File: config.mk
export PLATFORM = sky130hd
export DESIGN_NAME = fifo_ptr_ctrl
export DESIGN_NICKNAME = d
export VERILOG_FILES = /design/src/rtl/fifo_ptr_ctrl.sv
export SDC_FILE = /design/constraint.sdc
export NUM_CORES = 1
export LEC_CHECK = 0
export ABC_AREA = 1
export ABC_CLOCK_PERIOD_IN_PS = 1800
export BUFFER_PORTS_ARGS = -buffer_cell sky130_fd_sc_hd__buf_4
export CORE_ASPECT_RATIO = 1.1
export CORE_MARGIN = 1
export CORE_UTILIZATION = 45
export CTS_BUF_LIST = sky130_fd_sc_hd__clkbuf_4
export CTS_CLUSTER_SIZE = 8
export DETAILED_ROUTE_END_ITERATION = 7
export PLACE_DENSITY = 0.75
export SLEW_MARGIN = 0
export SYNTH_ARGS = -nofsm -noshare
export SYNTH_HDL_FRONTEND = slang
export SYNTH_SLANG_ARGS = --single-unit
File: constraint.sdc
create_clock -name I_CLK -period 1.8 [get_ports I_CLK]
set_input_delay 0.09 -clock I_CLK [delete_from_list [all_inputs] [get_ports I_CLK]]
set_output_delay 0.09 -clock I_CLK [all_outputs]
set_load 0.01 [all_outputs]
File: src/rtl/fifo_ptr_ctrl.sv
// Pointer and flag controller for a single-clock show-ahead FIFO.
// Drives the external dual-port memory's write enable and both addresses.
module fifo_ptr_ctrl #(
  parameter int unsigned AW       = 4,
  parameter int unsigned AF_LEVEL = 12,
  parameter int unsigned AE_LEVEL = 4
) (
  input  logic          I_CLK,
  input  logic          I_RST,
  input  logic          I_WR_REQ,
  input  logic          I_RD_REQ,
  output logic          O_MEM_WR_EN,
  output logic [AW-1:0] O_MEM_WR_ADDR,
  output logic [AW-1:0] O_MEM_RD_ADDR,
  output logic          O_FULL,
  output logic          O_EMPTY,
  output logic          O_ALMOST_FULL,
  output logic          O_ALMOST_EMPTY,
  output logic [AW:0]   O_COUNT,
  output logic          O_OVERFLOW,
  output logic          O_UNDERFLOW
);

  localparam int unsigned PW = AW + 1;

  logic [PW-1:0] wr_ptr;
  logic [PW-1:0] rd_ptr;
  logic [PW-1:0] count;
  logic          wr_acc;
  logic          rd_acc;
  logic          overflow_q;
  logic          underflow_q;

  // Occupancy and flags come straight from the registered pointers; the MSB is the wrap bit.
  assign count   = wr_ptr - rd_ptr;
  assign O_EMPTY = (wr_ptr == rd_ptr);
  assign O_FULL  = (wr_ptr[AW-1:0] == rd_ptr[AW-1:0]) && (wr_ptr[AW] != rd_ptr[AW]);

  assign O_COUNT        = count;
  assign O_ALMOST_FULL  = (count >= PW'(AF_LEVEL));
  assign O_ALMOST_EMPTY = (count <= PW'(AE_LEVEL));

  // Write enable is held low during reset so no stale push reaches the memory.
  assign wr_acc = I_WR_REQ & ~O_FULL & ~I_RST;
  assign rd_acc = I_RD_REQ & ~O_EMPTY;

  assign O_MEM_WR_EN   = wr_acc;
  assign O_MEM_WR_ADDR = wr_ptr[AW-1:0];
  assign O_MEM_RD_ADDR = rd_ptr[AW-1:0];
  assign O_OVERFLOW    = overflow_q;
  assign O_UNDERFLOW   = underflow_q;

  always_ff @(posedge I_CLK) begin
    if (I_RST) begin
      wr_ptr      <= '0;
      rd_ptr      <= '0;
      overflow_q  <= 1'b0;
      underflow_q <= 1'b0;
    end else begin
      if (wr_acc) wr_ptr <= wr_ptr + PW'(1);
      if (rd_acc) rd_ptr <= rd_ptr + PW'(1);
      overflow_q  <= I_WR_REQ & O_FULL;
      underflow_q <= I_RD_REQ & O_EMPTY;
    end
  end

endmodule

==> results.toml <==
[global_routing]
grt_start_max_net_pins = 11
antenna_found_initial = 0
grt_pass1_wl_um = 3450
grt_overflow = 0
grt_usage_pct = 20.4
grt_pass1_vias = 844

[synthesis]
synth_nets = 142
yosys_most_used_dff = "dfxtp_1"
ys_seq_area_share_pct = 25.3
yosysUniqueCellTypes = 24
ys_warn_count = 0
synth-edff-count = 0
yosysTopAreaCell = "dfxtp_1"
netlist_area_um2 = 951
synthDominantCellAreaShare_pct = 25.3
async_flop_share_pct = 0
ys_ff_latch = 12
synth.avg_cell_area_um2 = 7.26
ys_top_cells_by_area = "dfxtp_1, nand2_1, nand3_1"
netlist_instances = 131

[critical_path]
crit_arrival_ps = 1810
critPathCaptureType = "output pin"
critical-path-top-delay-family = "adder cells"
path_max_fanout = 2
cp_num_buf_inv = 3
max_stage_delay_ps = 520
regToRegSetupSlack_ps = 300
reg2reg_to = "rd_ptr[1]$_SDFFE_PP0P_"
cpMostUsedCell = "inv_2"
start_kind = "register"
crit_chain = "inv_2 > ha_4 > fa_2 > inv_2 > o21ai_1 > nand3_1 > nor2_2 > buf_4"
crit_slowest_cell = "fa_2"
r2r-start = "wr_ptr[1]$_SDFFE_PP0P_"
critPathKind = "register to output pin"
reg2reg_depth = 9
cp.depth = 8
worst_ep_required_time_ps = 1710

[sta]
hold_viol_final = 0
whs_ps = 67.7
clock_skew_ps = 1.12
finalSetupViolations = 2
slew_headroom_pct = 84.8
slew_violations = 0
fmax_ghz = 0.526
period_needed_ps = 1900
max_slew.worst_pin.slew_ps = 226
setup_ws_ps = -99.9
fin_crit_sh_pct = 106
rsz0062_at_grt = "true"

[clock_network]
cts.sinks = 12
clk-insertion-delay-late_ps = 280
cts_tree = "yes"
cts_max_level = 1
cts_root_buffer = "clkbuf_4"
cts_inserted_buffers = 3
cts.reportedPaths.clkPinSlew_ps = 70
cts_buffer_depth = 2

[outcome]
violations = "negative setup slack"
status = "finished with violations"

[floorplan]
start_util_pct = 47.6
core_um2 = 2000
dieArea_um2 = 2300
die_w_um = 45.8
io_pins = 24
die_h_um = 50.2
rows = 17

[hold_path]
hp-start = "I_RST"
holdPathStages = 2
min_path_type = "input port to register"
worstHoldEndpoint = "wr_ptr[4]$_SDFFE_PP0P_"

[routing]
drt.antenna.violating_nets = 0
drt-initial-drc-count = 14
via_count = 923
drc = 0
drt_first_pass_iters = 4
drt-total-wl_um = 2120
via_per_inst = 4.94
avgRoutedWirePerCell_um = 11.3

[layout]
final_cell_mix = "buf_4, nand2_1, nand3_1"
layout_commonest_cell = "buf_4"
fin_nets = 172
diodes = 0
drive_above_1_share_pct = 49.1
area_delta_synth_final_pct = 34.5

[power_and_ir_drop]
p_per_area_nw_per_um2 = 666
finalPower_mw = 0.851
p_leak_nw = 0.625
vdd_drop_max_mv = 0.450

[run]
drv_cap = 0

[place]
dpl.hpwl_um = 1520
io_buffers = 23
place_congestion = 0.829
## cell type report
type,count,area [um2]
clock buffers,3,22.5
inverters,17,63.8
multi-input cells,91,637
flip-flops and latches,12,243
well taps,28,35.0
fillers,189,721
repair buffers,36,278
## worst max-delay path by stage
| stage | start | end | slack (ps) |
|---|---|---|---|
| 3_5_place_dp | wr_ptr[0]$_SDFFE_PP0P_ | O_ALMOST_EMPTY | 70 |
| 3_3_place_gp | wr_ptr[0]$_SDFFE_PP0P_ | O_ALMOST_EMPTY | 120 |
| 5_1_grt | wr_ptr[0]$_SDFFE_PP0P_ | O_ALMOST_EMPTY | -180 |
| 6_report | wr_ptr[0]$_SDFFE_PP0P_ | O_ALMOST_EMPTY | -100 |
| 2_1_floorplan | wr_ptr[0]$_SDFFE_PP0P_ | O_ALMOST_EMPTY | 40 |
| 4_1_cts | wr_ptr[0]$_SDFFE_PP0P_ | O_ALMOST_EMPTY | -150 |
## where the power goes
part	total (mW)	leakage [nW]	internal [mW]	switching [mW]
clock	0.170	0.0138	0.0777	0.0928
sequential	0.285	0.0982	0.277	0.00794
combinational	0.396	0.513	0.193	0.203
## kinds of logic (layout without fill, tap and decap cells)
family,Yosys count,count (layout),share of synthesized area (%)
compound gates,12,12,9.08
simple gates,69,69,38.4
xor+xnor,3,3,2.76
buf+inv,28,56,14.5
fa+ha+maj,7,7,10.0
flops,12,12,25.3
## registers in the layout (all words and copies together), names as in the netlist
signal and flops:
O_OVERFLOW 1, O_UNDERFLOW 1, rd_ptr 5, wr_ptr 5
## routing by layer
layer  vias to the layer above  track usage, %  part of all wire, %  routed length (um)
met5                         -               0                    0                   0
met4                         0            10.3                  2.0                  42
met3                         5            2.16                  2.8                  59
met2                        20            34.5                   52                1100
met1                       428            24.7                   43                 919
li1                        470               -                    -                   -
## repair_timing
| item | in CTS | in global routing |
|---|---|---|
| endpoints found under the setup margin | 3 | 5 |
| gates cloned | 0 | 0 |
| resized for setup | 10 | 10 |
| buffers inserted | 2 | 3 |
| pin swaps | 8 | 6 |
| hold buffers | 0 | 0 |
## metrics by stage
stage          setup WS, ps  setup TNS (ps)  utilization [%]  instance area, um2  cells
2_1_floorplan          44.1               0                -                 951    131
3_3_place_gp            124               0             57.3                1140    179
3_5_place_dp           69.2               0             57.3                1140    179
4_1_cts                -154            -252             60.3                1210    184
5_1_grt                -182            -343             64.0                1280    187
6_report              -99.9            -110             64.0                1280    187
## synth_stat cells, types with 2 or more instances
library cell and count:
xor2_1 2, buf_2 2, ha_1 6, buf_4 8, nand2_4 4, inv_1 16, nand3b_1 2, nand3_1 16
a21oi_2 7, nand4_1 4, nand2_1 25, dfxtp_1 12, a21oi_1 3, nor2_2 2, nand2_2 10, nor2_1 4
(Power assumes the default switching activity.)
